File: config.mk
export PLATFORM = sky130hd
export DESIGN_NAME = key_sw_input_flat
export DESIGN_NICKNAME = d
export VERILOG_FILES = /design/src/rtl/key_sw_input_if.sv /design/src/rtl/key_sw_input.sv /design/src/flat_wrapper.sv
export SDC_FILE = /design/constraint.sdc
export NUM_CORES = 1
export LEC_CHECK = 0
export BUFFER_PORTS_ARGS = -buffer_cell sky130_fd_sc_hd__buf_2
export CAP_MARGIN = 25
export CORE_ASPECT_RATIO = 1.1
export CORE_MARGIN = 2
export CORE_UTILIZATION = 45
export DETAILED_ROUTE_END_ITERATION = 16
export PLACE_DENSITY = 0.85
export SYNTH_ARGS = -nofsm -noshare
export SYNTH_HDL_FRONTEND = slang
export SYNTH_SLANG_ARGS = --single-unit
File: constraint.sdc
create_clock -name clk -period 6.8 [get_ports clk]
set_clock_uncertainty 0.2 [all_clocks]
set_input_delay 2.04 -clock clk [delete_from_list [all_inputs] [get_ports clk]]
set_output_delay 2.04 -clock clk [all_outputs]
set_load 0.05 [all_outputs]
File: src/rtl/key_sw_input_if.sv
// Load/store bus between the memory stage and the KEY/SW input peripheral.
// The CPU side drives address, qualifiers and store data; the peripheral returns read data.
interface key_sw_input_if;
  logic [31:0] dataAddr;
  logic        isLoad;
  logic        isStore;
  logic [31:0] wrData;
  logic [31:0] rdData;

  modport master (output dataAddr, output isLoad, output isStore, output wrData, input rdData);
  modport slave  (input dataAddr, input isLoad, input isStore, input wrData, output rdData);
endinterface

File: src/rtl/key_sw_input.sv
// KEY/SW input peripheral: synchronizers, optional debounce (KEY_SW_DEBOUNCE_EN),
// sticky key-press status (KCTRL) and zero-cycle read data for the KEY, SW and KCTRL addresses.
module key_sw_input #(
  parameter int unsigned KEY_BITS        = 4,
  parameter int unsigned SW_BITS         = 10,
  parameter int unsigned DEBOUNCE_CYCLES = 4,
  parameter int unsigned CNT_BITS        = 8,
  parameter logic [31:0] ADDR_KEY        = 32'hF0000010,
  parameter logic [31:0] ADDR_SW         = 32'hF0000014,
  parameter logic [31:0] ADDR_KCTRL      = 32'hF0000110
) (
  input  logic                clk,
  input  logic                reset,
  input  logic [KEY_BITS-1:0] KEY,
  input  logic [SW_BITS-1:0]  SW,
  key_sw_input_if.slave       bus,
  output logic                keyPending
);

  localparam int unsigned NBits = KEY_BITS + SW_BITS;

  // Keys occupy the upper bits of the combined vector, switches the lower bits.
  logic [NBits-1:0]    r_sync1, r_sync2, r_db, w_db_d;
  logic [KEY_BITS-1:0] w_rise, r_last, w_last_d;
  logic                r_ready, w_ready_d, r_ovr, w_ovr_d;
  logic                w_ld_key, w_clr_ovr;
  logic [31:0]         w_kctrl;

  always_ff @(posedge clk or negedge reset) begin
    if (!reset) begin
      r_sync1 <= '0;
      r_sync2 <= '0;
    end else begin
      r_sync1 <= {~KEY, SW};
      r_sync2 <= r_sync1;
    end
  end

`ifdef KEY_SW_DEBOUNCE_EN
  logic [CNT_BITS-1:0] r_cnt [NBits];
  logic [CNT_BITS-1:0] w_cnt_d [NBits];

  always_comb begin
    for (int i = 0; i < NBits; i++) begin
      w_cnt_d[i] = r_cnt[i];
      w_db_d[i]  = r_db[i];
      if (r_sync2[i] == r_db[i]) begin
        w_cnt_d[i] = '0;
      end else if (r_cnt[i] == CNT_BITS'(DEBOUNCE_CYCLES - 1)) begin
        w_db_d[i]  = r_sync2[i];
        w_cnt_d[i] = '0;
      end else begin
        w_cnt_d[i] = r_cnt[i] + 1'b1;
      end
    end
  end

  always_ff @(posedge clk or negedge reset) begin
    if (!reset) begin
      for (int i = 0; i < NBits; i++) r_cnt[i] <= '0;
    end else begin
      for (int i = 0; i < NBits; i++) r_cnt[i] <= w_cnt_d[i];
    end
  end
`else
  assign w_db_d = r_sync2;
`endif

  assign w_rise    = w_db_d[NBits-1 -: KEY_BITS] & ~r_db[NBits-1 -: KEY_BITS];
  assign w_ld_key  = bus.isLoad && (bus.dataAddr == ADDR_KEY);
  // A simultaneous load takes precedence, so a store only counts when isLoad is low.
  assign w_clr_ovr = bus.isStore && !bus.isLoad && (bus.dataAddr == ADDR_KCTRL) &&
                     !bus.wrData[1];

  always_comb begin
    w_ready_d = r_ready;
    w_ovr_d   = r_ovr;
    w_last_d  = r_last;
    if (|w_rise) begin
      w_ready_d = 1'b1;
      w_last_d  = w_rise;
      if (r_ready && !w_ld_key) w_ovr_d = 1'b1;
      else if (w_clr_ovr)       w_ovr_d = 1'b0;
    end else begin
      if (w_ld_key)  w_ready_d = 1'b0;
      if (w_clr_ovr) w_ovr_d   = 1'b0;
    end
  end

  always_ff @(posedge clk or negedge reset) begin
    if (!reset) begin
      r_db    <= '0;
      r_ready <= 1'b0;
      r_ovr   <= 1'b0;
      r_last  <= '0;
    end else begin
      r_db    <= w_db_d;
      r_ready <= w_ready_d;
      r_ovr   <= w_ovr_d;
      r_last  <= w_last_d;
    end
  end

  always_comb begin
    w_kctrl               = '0;
    w_kctrl[0]            = r_ready;
    w_kctrl[1]            = r_ovr;
    w_kctrl[4 +: KEY_BITS] = r_last;
  end

  always_comb begin
    bus.rdData = '0;
    if (bus.isLoad) begin
      if (bus.dataAddr == ADDR_KEY)        bus.rdData = 32'(r_db[NBits-1 -: KEY_BITS]);
      else if (bus.dataAddr == ADDR_SW)    bus.rdData = 32'(r_db[SW_BITS-1:0]);
      else if (bus.dataAddr == ADDR_KCTRL) bus.rdData = w_kctrl;
    end
  end

  assign keyPending = r_ready;

endmodule
File: src/flat_wrapper.sv
// flat-port wrapper written by rule: the top's interface ports become plain ports
module key_sw_input_flat 
#(
  parameter int unsigned KEY_BITS        = 4,
  parameter int unsigned SW_BITS         = 10,
  parameter int unsigned DEBOUNCE_CYCLES = 4,
  parameter int unsigned CNT_BITS        = 8,
  parameter logic [31:0] ADDR_KEY        = 32'hF0000010,
  parameter logic [31:0] ADDR_SW         = 32'hF0000014,
  parameter logic [31:0] ADDR_KCTRL      = 32'hF0000110
)
  (clk, reset, KEY, SW, keyPending, bus_dataAddr, bus_isLoad, bus_isStore, bus_wrData, bus_rdData);
  key_sw_input_if bus_i ();
  input  logic clk;
  input  logic reset;
  input  logic [KEY_BITS-1:0] KEY;
  input  logic [SW_BITS-1:0] SW;
  output logic keyPending;
  input wire logic [$bits(bus_i.dataAddr)-1:0] bus_dataAddr;
  input wire logic [$bits(bus_i.isLoad)-1:0] bus_isLoad;
  input wire logic [$bits(bus_i.isStore)-1:0] bus_isStore;
  input wire logic [$bits(bus_i.wrData)-1:0] bus_wrData;
  output wire logic [$bits(bus_i.rdData)-1:0] bus_rdData;
  assign bus_i.dataAddr = bus_dataAddr;
  assign bus_i.isLoad = bus_isLoad;
  assign bus_i.isStore = bus_isStore;
  assign bus_i.wrData = bus_wrData;
  assign bus_rdData = bus_i.rdData;
  key_sw_input #(.KEY_BITS(KEY_BITS), .SW_BITS(SW_BITS), .DEBOUNCE_CYCLES(DEBOUNCE_CYCLES), .CNT_BITS(CNT_BITS), .ADDR_KEY(ADDR_KEY), .ADDR_SW(ADDR_SW), .ADDR_KCTRL(ADDR_KCTRL)) u_core (.clk(clk), .reset(reset), .KEY(KEY), .SW(SW), .bus(bus_i), .keyPending(keyPending));
endmodule
# Word-level counts from Yosys, hierarchy flattened
# Cells that the tools add are included.
# W data, S select, Z words.
[word_totals]
input_bits = 82
regBits = 48
out_inout_bits = 33
wordCells = 31
[op_classes]
muxes = 9
n_reduce_logical = 10
n_eq_ne = 3
bitwise_logic = 3
[op_table]
columns = ["op", "n"]
rows = [
  ["$eq A32 B32 Y1 const B", 3],
  ["$mux W32", 3],
  ["$mux W8", 1],
  ["$not A4 Y4", 2],
  ["$logic_and A1 B1 Y1", 5],
  ["$mux W1", 5],
  ["$and A4 B4 Y4", 1],
  ["$reduce_or A4 Y1", 1],
  ["$logic_not A1 Y1", 3],
  ["$reduce_bool A2 Y1", 1],
]

# Longest topological paths before layout
[depth]
word_depth = 7
ltp_mapped = 5
depth_no_buf = 4

# Worst setup path before layout
# No wires, ideal clock.
[synth_timing]
kind = "input port to output port"
start = "input port bus_dataAddr[3]"
end = "output port bus_rdData[2]"
setup_slack_ps = 630
cell_stages = 5
arrival_ps = 3930
required_ps = 4560
n_path_buf = 1
cell_sequence = "nor4b_2 > nand4_1 > or2_1 > buf_6 > nor3_1"
[synth_via]
elab_chain_cells = 4
word_cells_on_any_way = 5
cone_classes = "eq/ne (2); mux (3)"
[synth_lines]
columns = ["item", "line", "text"]
rows = [
  ["start, declared", "flat_wrapper.sv:19", "input wire logic [$bits(bus_i.dataAddr)-1:0] bus_dataAddr;"],
  ["$eq A32 B32 Y1", "key_sw_input.sv:115", "else if (bus.dataAddr == ADDR_SW) bus.rdData = 32'(r_db[SW_BITS-1:0]);"],
  ["$mux W32", "key_sw_input.sv:115", ""],
  ["$mux W32 *", "key_sw_input.sv:114", "if (bus.dataAddr == ADDR_KEY) bus.rdData = 32'(r_db[NBits-1 -: KEY_BITS]);"],
  ["$mux W32 *", "key_sw_input.sv:113", "if (bus.isLoad) begin"],
  ["end, declared", "flat_wrapper.sv:23", "output wire logic [$bits(bus_i.rdData)-1:0] bus_rdData;"],
]
# Mark *: on every way between the ends. The rest lies on a longest branch, timed or not.

# Worst setup path in the final report
[layout_timing]
start = "input port bus_dataAddr[18]"
end = "output port bus_rdData[1]"
[layout_via]
elab_chain_cells = 5
word_cells_on_any_way = 7
cone_classes = "eq/ne (3); mux (4)"
[layout_lines]
columns = ["item", "line", "text"]
rows = [
  ["$eq A32 B32 Y1", "key_sw_input.sv:116", "else if (bus.dataAddr == ADDR_KCTRL) bus.rdData = w_kctrl;"],
  ["$mux W8", "key_sw_input.sv:116", ""],
  ["$mux W32", "key_sw_input.sv:115", ""],
  ["$mux W32 *", "key_sw_input.sv:114", ""],
  ["$mux W32 *", "key_sw_input.sv:113", ""],
]
# Marked as above.

==> results by group <==
Critical path
  – Worst Path Buf+Inv: 2
  – Top cell by count, worst path: buf_2
  – CP peak stage delay: about 0.43 ns
  – Required time worst endpoint: between 4 and 5 ns
  – Endpoint type of the worst setup path: output pin
  – Critical path peak fanout: 8
  – Critical path class: input pin to output pin
  – WP data arrival: around 3.7 ns
  – Startpoint class of the critical path: input pin
  – CP max-delay cell: or2_1
  – Delay-heaviest family, CP: simple AND/OR/NAND/NOR gates
  – Crit-path cells: buf_2 > nor4_2 > nand4_1 > or2_1 > a2111oi_4 > buf_2

Run status
  – Status: finished, final reports clean

Timing
  – Worst Max-Slew Pin Slew: just under 0.8 ns
  – RSZ-0062 raised after global routing: no
  – Final period util: between 80 and 90%
  – Setup TNS: 0 ns
  – Final setup viols: 0
  – Rel. slew slack: 46.98%
  – Final Hold Fails: 0
  – Final min period: between 5 and 6 ns
  – Worst hold margin: approximately 0.15 ns
  – Slew Viols, Final: 0
  – Fmax: between 0.15 and 0.2 GHz

Clock tree
  – TritonCTS Buffers: 5
  – Worst-skew pair later-pin latency: a little under 0.3 ns
  – Clock slew at reported path FFs: ~0.080 ns
  – Clock sink count: 48
  – H-tree depth: 2
  – Root buffer cell: clkbuf_8
  – Cts hold-fix bufs: 0
  – Post-CTS setup buffers: 0
  – CTS tree: yes
  – Clk buf depth: 2
  – Post-CTS resize count: 0

Worst hold path
  – Hold WC Path Type: flip-flop to flip-flop

GRT
  – Largest net degree at the start of global routing: approximately 50
  – Busiest grt layer: met2
  – Routing usage on met1: 13.59%
  – GR met2 Demand/Resource: roughly a quarter
  – Vias in the first global route: roughly 1100
  – First-pass GRT wire length: around 4.7 mm
  – Met3 GRT Util: between 5 and 6%
  – Antenna violations before repair: 0
  – Global route overflow: 0
  – Total Routing Usage GR: 13.78%

Placement
  – Routability cong.: 0.7032
  – # port buffers: 61
  – DP HPWL: ~2.2 mm
  – Post-Place Cells: approximately 240

Yosys
  – Sequential share of the synthesized area: around two thirds
  – Synth Cell Area: 1842 µm²
  – Number of flops mapped to enable cells by yosys: 0
  – YS warnings: 0
  – Register bit count reported by yosys: between 40 and 50
  – Netlist cell types: 29
  – Fraction of registers with async set or reset after synthesis: 100.0%
  – Ys flop type: dfrtp_1
  – Syn Inst Count: 130
  – Mean Syn Cell Area: 14.17 µm²

Detailed routing
  – Total number of vias: ~1100
  – Final wirelength: between 2 and 3 mm
  – DR vias/cell: ~4.5
  – Drt drc: 0
  – DR WL/cell: between 10 and 15 µm
  – TritonRoute pass-1 iters: 4
  – Routed Antenna Nets: 0
  – DRT iter0 DRCs: 14

Job
  – # Max-Cap Violations: 0

Die
  – Full die area: roughly 4600 µm²
  – Number of I/O pins: between 100 and 150
  – Width of the die: 65.00 µm
  – Die Ht: between 70 and 80 µm
  – Core ar.: 3934 µm²
  – Initial core utilization: a little under half
  – Row count: 24

Layout
  – Fraction of layout cells with a size suffix above 1: 38.86%
  – Ant. Diodes: 0
  – Final std cells w/o fill: 245
  – P&R area growth vs syn: 19.16%
  – FILL cells: about 340
  – Layout Nets: between 200 and 300

Power
  – Pwr/cell area: 234.3 nW/µm²
  – Leakage Power: 0.001072 µW
  – Worst IR Drop VDD: just under 0.2 mV
-- placed cells by master (no fill, tap or decap), types with 3 or more instances in the layout --
cell      netlist  final
clkbuf_8        0      5
nor2b_1         8      8
conb_1          1     22
a21o_1          4      4
nor3_1          5      5
nor2_1          5      5
inv_1           4      4
buf_2           1     61
nand4_1         3      3
a22oi_1         4      4
dfrtp_1        48     48
-- stage by stage --
stage | worst slack, ns | util, % | power, µW | instance area [µm²]
finish | 0.8778 | 55.79 | 514.2 | 2195
global route | 0.7394 | 55.79 | 539.9 | 2195
CTS | 0.8578 | 55.28 | 518.2 | 2175
detailed placement | 0.8696 | 53.53 | 372.6 | 2106
global placement | 0.8862 | 53.53 | 370.0 | 2106
floorplan | 0.6302 | - | 357.3 | 1921
-- where the power goes --
group          total, µW  leakage [µW]  internal (µW)  switching [µW]
Clock                147     0.0000359           66.3            80.5
Combinational       62.6      0.000479           17.7            44.9
Sequential           305      0.000557            300            4.81
-- cells in the mapped netlist (2+ instances only) --
library cell,number,share of area [%]
nand2b_1,2,0.68
nor3_1,5,1.4
nand4_1,3,1.0
dfrtp_1,48,65
mux2i_1,2,1.1
a22oi_1,4,1.6
nor4b_2,2,1.6
nor4_4,2,2.3
a21o_1,4,1.6
nor2_1,5,1.0
buf_4,22,9.0
inv_1,4,0.81
a2111oi_4,2,3.0
nor2b_1,8,2.7
and3_1,2,0.68
nor4_2,2,1.4
-- cell type report --
cell class	instances	area [µm²]	area share [%]
flip-flops and latches	48	1201	54.73
repair buffers	62	325.3	14.82
inverters	4	15.01	0.6842
well taps	52	65.06	2.965
multi-input cells	74	519.2	23.66
clock buffers	5	68.82	3.136
-- worst register-to-register path, delay by kind of cell, from the launching register on --
family | cells | cell delay [ns]
simple gates | 2 | 0.85
flops | 1 | 0.38
compound gates | 1 | 0.20
-- state kept, by name, summed over array words and instances, names as in the netlist --
name,cells
u_core.keyPending,1
u_core.r_db,14
u_core.r_last,4
u_core.r_ovr,1
u_core.r_sync1,14
u_core.r_sync2,14
-- routing by layer --
layer,vias to the layer above,part of all wire [%]
li1,524,-
met1,519,35
met2,63,51
met3,5,12
met4,0,1.7
met5,-,0
-- path summary, 6_finish.rpt --
check	end	startpoint	slack [ns]	depth (start not counted)
worst max register to register	u_core.r_ovr	u_core.r_sync2[10]	5.02	3
min in group asynchronous	u_core.r_sync2[0]	reset	1.39	1
worst max-delay path	bus_rdData[1]	bus_dataAddr[18]	0.88	6
max in group asynchronous	u_core.r_sync2[2]	reset	4.56	2
worst min-delay path	u_core.r_db[3]	u_core.r_sync2[3]	0.15	0
worst min register to register	u_core.r_db[3]	u_core.r_sync2[3]	0.15	0
-- kinds of logic after synthesis --
| logic type | count (synthesis) | synth area share, % |
|---|---|---|
| flops | 48 | 65.22 |
| compound gates | 13 | 7.405 |
| other cells | 1 | 0.2036 |
| simple gates | 37 | 15.22 |
| buf+inv | 29 | 10.87 |
| mux | 2 | 1.087 |
Power figures use the tool's default switching activity.
